===== config.mk =====
export PLATFORM = sky130hd
export DESIGN_NAME = rr_arbiter_hold_flat
export DESIGN_NICKNAME = d
export VERILOG_FILES = /design/src/rtl/rr_arbiter_hold_pkg.sv /design/src/rtl/rr_arbiter_hold_if.sv /design/src/rtl/rr_arbiter_hold_pick.sv /design/src/rtl/rr_arbiter_hold.sv /design/src/flat_wrapper.sv
export SDC_FILE = /design/constraint.sdc
export NUM_CORES = 1
export LEC_CHECK = 0
export BUFFER_PORTS_ARGS = -buffer_cell sky130_fd_sc_hd__buf_2
export CAP_MARGIN = 0
export CELL_PAD_IN_SITES_DETAIL_PLACEMENT = 2
export CELL_PAD_IN_SITES_GLOBAL_PLACEMENT = 2
export CORE_UTILIZATION = 35
export DETAILED_ROUTE_END_ITERATION = 7
export PLACE_DENSITY_LB_ADDON = 0.1
export REMOVE_ABC_BUFFERS = 1
export SETUP_SLACK_MARGIN = 0.4
export SLEW_MARGIN = 40
export SYNTH_ARGS = -nofsm -noshare
export SYNTH_HDL_FRONTEND = slang
export SYNTH_SLANG_ARGS = --single-unit
export TNS_END_PERCENT = 20

===== constraint.sdc =====
create_clock -name clk -period 3.5 [get_ports clk]
set_input_delay 0.7 -clock clk [delete_from_list [all_inputs] [get_ports clk]]
set_output_delay 0.7 -clock clk [all_outputs]
set_load 0.05 [all_outputs]

===== src/rtl/rr_arbiter_hold_pkg.sv =====
// rr_pkg: shared types and helpers for the round-robin hold arbiter.
// Holds the state enum, width helpers for the grant index and hold counter,
// and the index -> one-hot conversion used for the grant vector.
package rr_pkg;

  typedef enum logic {
    IDLE = 1'b0,
    OWN  = 1'b1
  } state_t;

  // Largest supported requester count; one-hot helpers are sized for it.
  localparam int MAX_N = 32;

  // Grant index width for n requesters (n is 2..32).
  function automatic int idw_of(input int n);
    return (n > 1) ? $clog2(n) : 1;
  endfunction

  // Hold counter width: must represent 0..max_hold inclusive.
  function automatic int cw_of(input int max_hold);
    return $clog2(max_hold + 1);
  endfunction

  // Index to one-hot over the widest supported vector; callers truncate to N.
  function automatic logic [MAX_N-1:0] idx_to_onehot(input logic [4:0] idx);
    return {{(MAX_N-1){1'b0}}, 1'b1} << idx;
  endfunction

endpackage


===== src/rtl/rr_arbiter_hold_if.sv =====
// rr_arbiter_hold_if: request/grant bundle between N requesters and the arbiter.
// Ports: req (N, from requesters), gnt (N one-hot), gnt_id (IDW), busy (1).
// master = requester side, slave = arbiter side.
interface rr_arbiter_hold_if
  import rr_pkg::*;
#(
  parameter int N = 4
);

  localparam int IDW = idw_of(N);

  logic [N-1:0]   req;
  logic [N-1:0]   gnt;
  logic [IDW-1:0] gnt_id;
  logic           busy;

  modport master (
    output req,
    input  gnt,
    input  gnt_id,
    input  busy
  );

  modport slave (
    input  req,
    output gnt,
    output gnt_id,
    output busy
  );

endinterface


===== src/rtl/rr_arbiter_hold_pick.sv =====
// rr_pick: combinational round-robin pick over a candidate vector.
// Ports: cand (N) candidates, ptr (IDW) last winner; found (1), idx (IDW) winner.
// Scan order is ptr+1, ptr+2, ... wrapping, ptr itself last; zero latency, no backpressure.
module rr_pick
  import rr_pkg::*;
#(
  parameter int N = 4,
  localparam int IDW = idw_of(N)
) (
  input  logic [N-1:0]   cand,
  input  logic [IDW-1:0] ptr,
  output logic           found,
  output logic [IDW-1:0] idx
);

  logic [N-1:0] rot;
  int           start;
  int           sel;
  int           sum;

  // Rotate {cand,cand} right so that bit ptr+1 lands at position 0; the
  // lowest set bit of the rotated vector is then the round-robin winner.
  always_comb begin
    start = int'(ptr) + 1;
    if (start >= N) start = start - N;
    rot = N'({cand, cand} >> start);

    sel = 0;
    for (int j = N - 1; j >= 0; j--) begin
      if (rot[j]) sel = j;
    end

    // Undo the rotation to get the absolute index.
    sum = start + sel;
    if (sum >= N) sum = sum - N;

    found = |cand;
    idx   = found ? IDW'(sum) : '0;
  end

endmodule


===== src/rtl/rr_arbiter_hold.sv =====
// rr_arbiter_hold: N-way round-robin arbiter with grant hold and bounded tenure.
// Ports: clk, rst_n (async, active-low), bus (slave: req in; gnt, gnt_id, busy out).
// Latency: grant registered one edge after req; owner holds up to MAX_HOLD cycles
// while others wait, then is rotated out. No backpressure: requesters simply hold req.
module rr_arbiter_hold
  import rr_pkg::*;
#(
  parameter int N        = 4,
  parameter int MAX_HOLD = 8
) (
  input  logic                clk,
  input  logic                rst_n,
  rr_arbiter_hold_if.slave    bus
);

  localparam int IDW = idw_of(N);
  localparam int CW  = cw_of(MAX_HOLD);
  localparam logic [CW-1:0]  CNT_MAX  = CW'(MAX_HOLD);
  localparam logic [IDW-1:0] PTR_INIT = IDW'(N - 1);

  state_t         state;
  logic [IDW-1:0] k;         // current owner
  logic [IDW-1:0] ptr;       // most recently granted index, survives idle
  logic [CW-1:0]  cnt;       // consecutive grant cycles of the current owner
  logic [N-1:0]   gnt_q;
  logic [IDW-1:0] gnt_id_q;
  logic           busy_q;

  logic [N-1:0]   k_mask;
  logic [N-1:0]   cand;
  logic           owner_req;
  logic           hold_done;
  logic           found;
  logic [IDW-1:0] pick_idx;
  logic           take_new;
  logic           go_idle;
  logic           inc;

  always_comb begin
    k_mask    = N'(idx_to_onehot(5'(k)));
    owner_req = |(bus.req & k_mask);
    hold_done = (cnt == CNT_MAX);
    // Forced rotation is the only case where the owner still requests, so
    // its bit must be removed before the pick; on release req[k] is already 0.
    cand = bus.req;
    if (state == OWN && owner_req && hold_done) cand = bus.req & ~k_mask;
  end

  rr_pick #(.N(N)) u_pick (
    .cand  (cand),
    .ptr   (ptr),
    .found (found),
    .idx   (pick_idx)
  );

  always_comb begin
    take_new = 1'b0;
    go_idle  = 1'b0;
    inc      = 1'b0;
    case (state)
      IDLE: take_new = found;
      OWN: begin
        if (!owner_req) begin
          // Hand straight over when someone else waits: no idle bubble.
          take_new = found;
          go_idle  = !found;
        end else if (!hold_done) begin
          inc = 1'b1;
        end else begin
          // Tenure exhausted: rotate if anyone else wants it, otherwise the
          // counter stays saturated so rotation happens on first contention.
          take_new = found;
        end
      end
      default: go_idle = 1'b1;
    endcase
  end

  always_ff @(posedge clk or negedge rst_n) begin
    if (!rst_n) begin
      state    <= IDLE;
      k        <= '0;
      ptr      <= PTR_INIT;   // index 0 wins first after reset
      cnt      <= '0;
      gnt_q    <= '0;
      gnt_id_q <= '0;
      busy_q   <= 1'b0;
    end else if (take_new) begin
      state    <= OWN;
      k        <= pick_idx;
      ptr      <= pick_idx;
      cnt      <= CW'(1);
      gnt_q    <= N'(idx_to_onehot(5'(pick_idx)));
      gnt_id_q <= pick_idx;
      busy_q   <= 1'b1;
    end else if (go_idle) begin
      state    <= IDLE;
      cnt      <= '0;
      gnt_q    <= '0;
      gnt_id_q <= '0;
      busy_q   <= 1'b0;
    end else if (inc) begin
      cnt      <= cnt + CW'(1);
    end
  end

  assign bus.gnt    = gnt_q;
  assign bus.gnt_id = gnt_id_q;
  assign bus.busy   = busy_q;

endmodule


===== src/flat_wrapper.sv =====
// flat-port wrapper written by rule: the top's interface ports become plain ports
module rr_arbiter_hold_flat import rr_pkg::*;
#(
  parameter int N        = 4,
  parameter int MAX_HOLD = 8
)
  (clk, rst_n, bus_req, bus_gnt, bus_gnt_id, bus_busy);
  rr_arbiter_hold_if #(.N(N)) bus_i ();
  input  logic clk;
  input  logic rst_n;
  input wire logic [$bits(bus_i.req)-1:0] bus_req;
  output wire logic [$bits(bus_i.gnt)-1:0] bus_gnt;
  output wire logic [$bits(bus_i.gnt_id)-1:0] bus_gnt_id;
  output wire logic [$bits(bus_i.busy)-1:0] bus_busy;
  assign bus_i.req = bus_req;
  assign bus_gnt = bus_i.gnt;
  assign bus_gnt_id = bus_i.gnt_id;
  assign bus_busy = bus_i.busy;
  rr_arbiter_hold #(.N(N), .MAX_HOLD(MAX_HOLD)) u_core (.clk(clk), .rst_n(rst_n), .bus(bus_i));
endmodule

### After elaboration in Yosys (flattened, before gate mapping)

Cells that the tools add are included.

* output and inout port bits: 7
* bits of input ports: 6
* register bits after elaboration: 15
* logic and storage cells: 53

* multiplexer cells: 25
* magnitude comparators: 2
* shift operators: 3
* reductions and logical operators: 7
* bitwise logic cells: 4
* add/subtract/negate cells: 5
* equal/unequal tests: 1

Operators by type and width (count)
* $mux W32: 4
* $ge A32 B4 Y1 const B: 2
* $add A32 B32 Y32: 1
* $shr A8 B32 Y4: 1
* $sub A32 B4 Y32 const B: 1
* $mux W4: 6
* $mux W2: 5
* $mux W1: 9
* $and A4 B4 Y4: 2
* $reduce_or A4 Y1: 2
* $shl A1 B2 Y4 const A: 2
* $add A4 B1 Y4 const B: 1
* $eq A4 B4 Y1 const B: 1
* $not A4 Y4: 1
* $add A2 B1 Y3 const B: 1
* $reduce_bool A3 Y1: 1
* $logic_and A1 B1 Y1: 2
* $pmux W1 S2: 1
* $reduce_bool A2 Y1: 1
* $sub A2 B1 Y2 const B: 1
* $logic_not A1 Y1: 1
* $not A1 Y1: 1

### Longest topological paths before layout

* depth after elaboration: 17
* depth in mapped cells: 14
* mapped depth without buffers: 13

### By module

Synthesis repeated with hierarchy kept, for this count alone.

* cells, all modules: 101
* area total of the unflattened synthesis: 987.2 µm²

Modules (own cells, without submodules)
* rr_arbiter_hold: seq. area each 377.9 µm², area an instance 744.5 µm², cells an instance 65, times used 1
* rr_pick: seq. area each 0.0 µm², area an instance 242.7 µm², cells an instance 36, times used 1

### Worst setup path after synthesis

No wires, ideal clock.

* path type: in2reg
* from: input bus_req[0]
* to: register u_core.k[1]
* stages: 10
* data required time: 3.374 ns
* setup slack: 0.809 ns
* buffers on the path: 1
* arrival: 2.565 ns
* setup time: 0.126 ns
* cell sequence: buf_2 mux2_2 o32a_4 a211oi_1 a31oi_1 ha_1 xnor2_1 nor3_1 a21boi_1 nor3_1

* cells in the longest elaborated chain, start to end: 14
* elaborated cells on any way between the ends: 20
* those cells by class: add/sub (2); order compare (1); shift (1); mux (10); bitwise (2); reduce/logical (4)

Ends and longest elaborated chain
* start, declared: line flat_wrapper.sv:11 `input wire logic [$bits(bus_i.req)-1:0] bus_req;`
* $and A4 B4 Y4: line rr_arbiter_hold.sv:41 `owner_req = |(bus.req & k_mask);`
* $reduce_or A4 Y1: line rr_arbiter_hold.sv:41
* $logic_and A1 B1 Y1 (2 in a row): line rr_arbiter_hold.sv:46 `if (state == OWN && owner_req && hold_done) cand = bus.req & ~k_mask;`
* $mux W4: line rr_arbiter_hold.sv:46
* $shr A8 B32 Y4: line rr_arbiter_hold_pick.sv:26 `rot = N'({cand, cand} >> start);`
* $mux W2: line rr_arbiter_hold_pick.sv:30 `if (rot[j]) sel = j;`
* $mux W32 (3 in a row): line rr_arbiter_hold_pick.sv:30
* $add A32 B32 Y32: line rr_arbiter_hold_pick.sv:34 `sum = start + sel;`
* $ge A32 B4 Y1 or $sub A2 B1 Y2 (tied branches): line rr_arbiter_hold_pick.sv:35 `if (sum >= N) sum = sum - N;`
* $mux W2: line rr_arbiter_hold_pick.sv:35
* $mux W2: line rr_arbiter_hold_pick.sv:38 `idx = found ? IDW'(sum) : '0;`
* end signal, assigned: line rr_arbiter_hold.sv:90 `k <= pick_idx;`
* end, declared: line rr_arbiter_hold.sv:22 `logic [IDW-1:0] k;`

Several ways; a longest one is shown, not always the timed one.
A chain may end at the register's enable or synchronous reset.

### Worst setup path after layout

* from: register u_core.cnt[0]
* to: register u_core.k[1]

* cells in the longest elaborated chain, start to end: 12
* elaborated cells on any way between the ends: 17
* those cells by class: add/sub (2); order compare (1); eq/ne (1); shift (1); mux (10); reduce/logical (2)

Ends and longest elaborated chain
* start, declared: line rr_arbiter_hold.sv:24 `logic [CW-1:0] cnt;`
* start signal, assigned: line rr_arbiter_hold.sv:103 `cnt <= cnt + CW'(1);`
* $eq A4 B4 Y1 *: line rr_arbiter_hold.sv:42 `hold_done = (cnt == CNT_MAX);`
* $logic_and A1 B1 Y1: line rr_arbiter_hold.sv:46
* $mux W4: line rr_arbiter_hold.sv:46
* $shr A8 B32 Y4: line rr_arbiter_hold_pick.sv:26
* $mux W2: line rr_arbiter_hold_pick.sv:30
* $mux W32 (3 in a row): line rr_arbiter_hold_pick.sv:30
* $add A32 B32 Y32: line rr_arbiter_hold_pick.sv:34
* $ge A32 B4 Y1 or $sub A2 B1 Y2 (tied branches): line rr_arbiter_hold_pick.sv:35
* $mux W2: line rr_arbiter_hold_pick.sv:35
* $mux W2: line rr_arbiter_hold_pick.sv:38

Every way passes the cells marked *; elsewhere a longest branch is shown, timed or not.

==> summary.txt <==
Drt
  – Count of vias placed by the detailed router: 1175
  – Initial DRC count: 51
  – Routed met1 length: 1640 um
  – Router iterations before antenna repair: 3
  – Detailed Route WL: 3570 um
  – Vias/cell: 5.82
  – Remaining antenna violation count: 0
  – Routed length on met2: 1830 um
  – Sum of met3 wire segment lengths after detailed routing: 56 um
  – Count of unresolved DRC violations after routing: 0
  – DR WL/cell: 17.7 um
  – DR top layer: met4

Timing
  – Period Utilization, post-route: 84.9%
  – Highest clock rate: 337 MHz
  – Number of hold-slack violations in the final timing report: 0
  – Transition time at the pin with the least slew margin: 0.693 ns
  – Clock Skew: 0.00213 ns
  – Remaining max-slew budget at the tightest pin: 53.1%
  – Total Negative Setup Slacks: 0 ns
  – Period minus WS final: 2.97 ns
  – Setup-violating endpoint count in the final report: 0
  – Max-slew violation total from the final report: 0
  – Worst hold slack: 0.315 ns
  – Final setup slack of the worst path: 0.530 ns
  – RSZ-0062 raised after global routing: true

Synthesis
  – Proportion of register bits with asynchronous set or reset after synthesis: 100%
  – Area share of the largest cell type after synthesis: 25.8%
  – Unique cell type count in the Yosys netlist: 52
  – Portion of netlist area occupied by mux cells: 4.66%
  – Largest family of logic cells by synthesized area: simple AND/OR/NAND/NOR gates
  – Synth area leaders: dfrtp_1 (26%), nand2_1 (6.3%), o21ai_0 (4.4%)
  – Synthesized area divided by synthesized cell count: 8.35 um2
  – Xor-xnor portion of the synthesized cell area: 2.78%
  – Number of enable-type register cells in the synthesized netlist: 0
  – Number of register bits inferred by synthesis: 15
  – Area fraction in and, or, nand and nor cells after synthesis: 28.2%
  – Primary flip-flop cell chosen by synthesis mapping: dfrtp_1
  – Area of the mapped netlist: 1260 um2
  – Compound-gate portion of the synthesized area: 23.7%
  – Number of synthesis warnings: 0
  – Arithmetic-cell share of the synthesized area counting full adders, half adders and majority gates: 3.97%
  – Sequential cell area fraction in the yosys report: 30.0%
  – Number of cells produced by synthesis: 151
  – Library cell with the largest summed area after synthesis: dfrtp_1

Die
  – IO Count: 13
  – Std-Cell Core Area: 3390 um2
  – Width of the die: 62.0 um
  – Initial core utilization: 37.2%
  – Rows: 21
  – Die Outline Area: 3850 um2
  – Die Height: 62.0 um

GRT
  – Global-route congestion overflow total: 0
  – First-pass GRT wire length: 5820 um
  – Initial antenna violation count: 0
  – Pin count of the biggest net entering global routing: 16
  – Total Routing Usage GR: 20.9%
  – Vias in the first global route: 1209

Cells and area
  – Share of layout cells above drive strength 1: 18.6%
  – Total Nets Final: 167
  – Number of diodes: 0
  – Final cell utilization of the core: 39.6%
  – Commonest non-fill, non-tap cell in the layout: nand2_1
  – Most used cells in the layout excluding fill and tap cells: nand2_1 (21), dfrtp_1 (13), buf_2 (12)
  – Layout overhead on the synthesized area: 6.45%

Clock network
  – Number of buffers on the longest clock path: 2
  – Count of H-tree levels built during CTS: 1
  – Root Buffer Master: clkbuf_4
  – Number of buffers created by CTS: 3
  – TritonCTS clock tree: yes
  – Clk pin slew, worst setup/hold paths: 0.09 ns
  – Setup bufs post-CTS: 0
  – Clock sink count: 15
  – Insertion delay to the later sink of the worst-skew pair: 0.28 ns
  – Hold buffers post-CTS: 0

Setup path
  – Startpoint type of the worst setup path: flop
  – Worst Path Required: 3.70 ns
  – Maximum fanout along the worst path: 7
  – CP Class: flop to flop
  – Cell at the slowest stage of the critical path: dfrtp_1
  – Ordered cell list for the critical path: inv_1 > ha_1 > and4b_1 > a21oi_1 > a21oi_1 > o32ai_1 > a211oi_1 > a31oi_1 > ha_1 > xnor2_1 > nor3_1 > a21boi_1 > nor3_1
  – Endpoint class of the critical path: flop
  – CP arrival: 3.17 ns
  – Delay contributed by the slowest stage of the critical path: 0.43 ns

Placed design
  – Post-placement setup slack: 0.521 ns
  – DP HPWL: 2730 um
  – Placer's final routability congestion estimate: 0.814
  – Port bufs: 12

Outcome
  – Result of the run: completed

Worst hold path
  – Worst Hold Class: input port to async pin

Power and ir drop
  – Peak ir drop on the vdd network: 0.321 mV
  – Static leakage: 0.000554 uW
  – Power per standard cell area: 934 nW/um2

Run
  – Max-cap violations: 0
## logic make-up after synthesis
family          Yosys count
mux                       4
flops                    15
simple gates             67
fa+ha+maj                 4
compound gates           40
buf+inv                  17
xor+xnor                  4
## flip-flops by register name, summed over array words and instances, names as in the netlist
signal,cells
u_core.bus.busy,1
u_core.ptr,2
u_core.cnt,4
u_core.bus.gnt_id,2
u_core.k,2
u_core.bus.gnt,4
## stage by stage
stage / instances / power [uW] / area [um2]
after floorplan: 140 / 942 / 1200
after global placement: 198 / 1130 / 1320
after detailed placement: 198 / 1160 / 1320
after CTS: 202 / 1270 / 1340
after global routing: 202 / 1360 / 1340
final: 202 / 1250 / 1340
## final cells by class
cell class / instances / area (um2)
fillers: 382 / 2050
multi-input cells: 119 / 798
flip-flops and latches: 15 / 378
repair buffers: 12 / 60.1
well taps: 46 / 57.6
clock buffers: 4 / 26.3
inverters: 6 / 22.5
## routing by layer
metal | up-vias | track usage (%)
met3 | 4 | 1.45
met1 | 596 | 26.0
met5 | - | 0
met2 | 13 | 37.5
li1 | 562 | -
met4 | 0 | 7.94
## worst max-delay path, delay by kind of cell (launching register included)
family          cells  cell delay (ns)
compound gates      6             0.82
simple gates        3             0.72
fa+ha+maj           2             0.47
flops               1             0.43
xor+xnor            1             0.37
buf+inv             1             0.08
## power by group
group | internal (uW) | total, uW | switching, uW
registers | 254 | 355 | 101
clock network | 44.2 | 98.4 | 54.2
logic | 286 | 800 | 514
total | 584 | 1250 | 669
## cell usage after synthesis, drive strengths merged, types with 2 or more instances
library cell / n
mux2: 2
nor2: 9
xor2: 2
o311ai: 2
a21boi: 2
nor3: 11
dfstp: 2
or3: 3
nor3b: 3
a21oi: 7
nand2b: 2
nor4: 2
clkbuf: 2
and2: 2
nand2: 21
o221ai: 2
buf: 9
xnor2: 2
o21ai: 11
a31oi: 3
o2111ai: 2
ha: 4
o32a: 2
nand3: 9
inv: 6
dfrtp: 13
## worst paths after layout
check,start,endpoint,slack [ns],depth (start not counted)
max,u_core.cnt[0]$_DFFE_PN0P_,u_core.k[1]$_DFFE_PN0P_,0.53,13
min,rst_n,u_core.bus.gnt_id[1]$_DFFE_PN0P_,0.31,1
max reg2reg,u_core.cnt[0]$_DFFE_PN0P_,u_core.k[1]$_DFFE_PN0P_,0.53,13
min reg2reg,u_core.bus.gnt_id[0]$_DFFE_PN0P_,u_core.bus.gnt_id[0]$_DFFE_PN0P_,0.49,2
max in group asynchronous,rst_n,u_core.ptr[0]$_DFFE_PN1P_,2.88,1
min in group clk,u_core.bus.gnt_id[0]$_DFFE_PN0P_,u_core.bus.gnt_id[0]$_DFFE_PN0P_,0.49,2
## what timing repair did
| action | in CTS | in global routing |
|---|---|---|
| endpoints found under the hold margin | 0 | 0 |
| gates resized for setup | 0 | 0 |
| endpoints found under the setup margin | 0 | 5 |
Note: power is estimated with default switching activity, not from simulation.
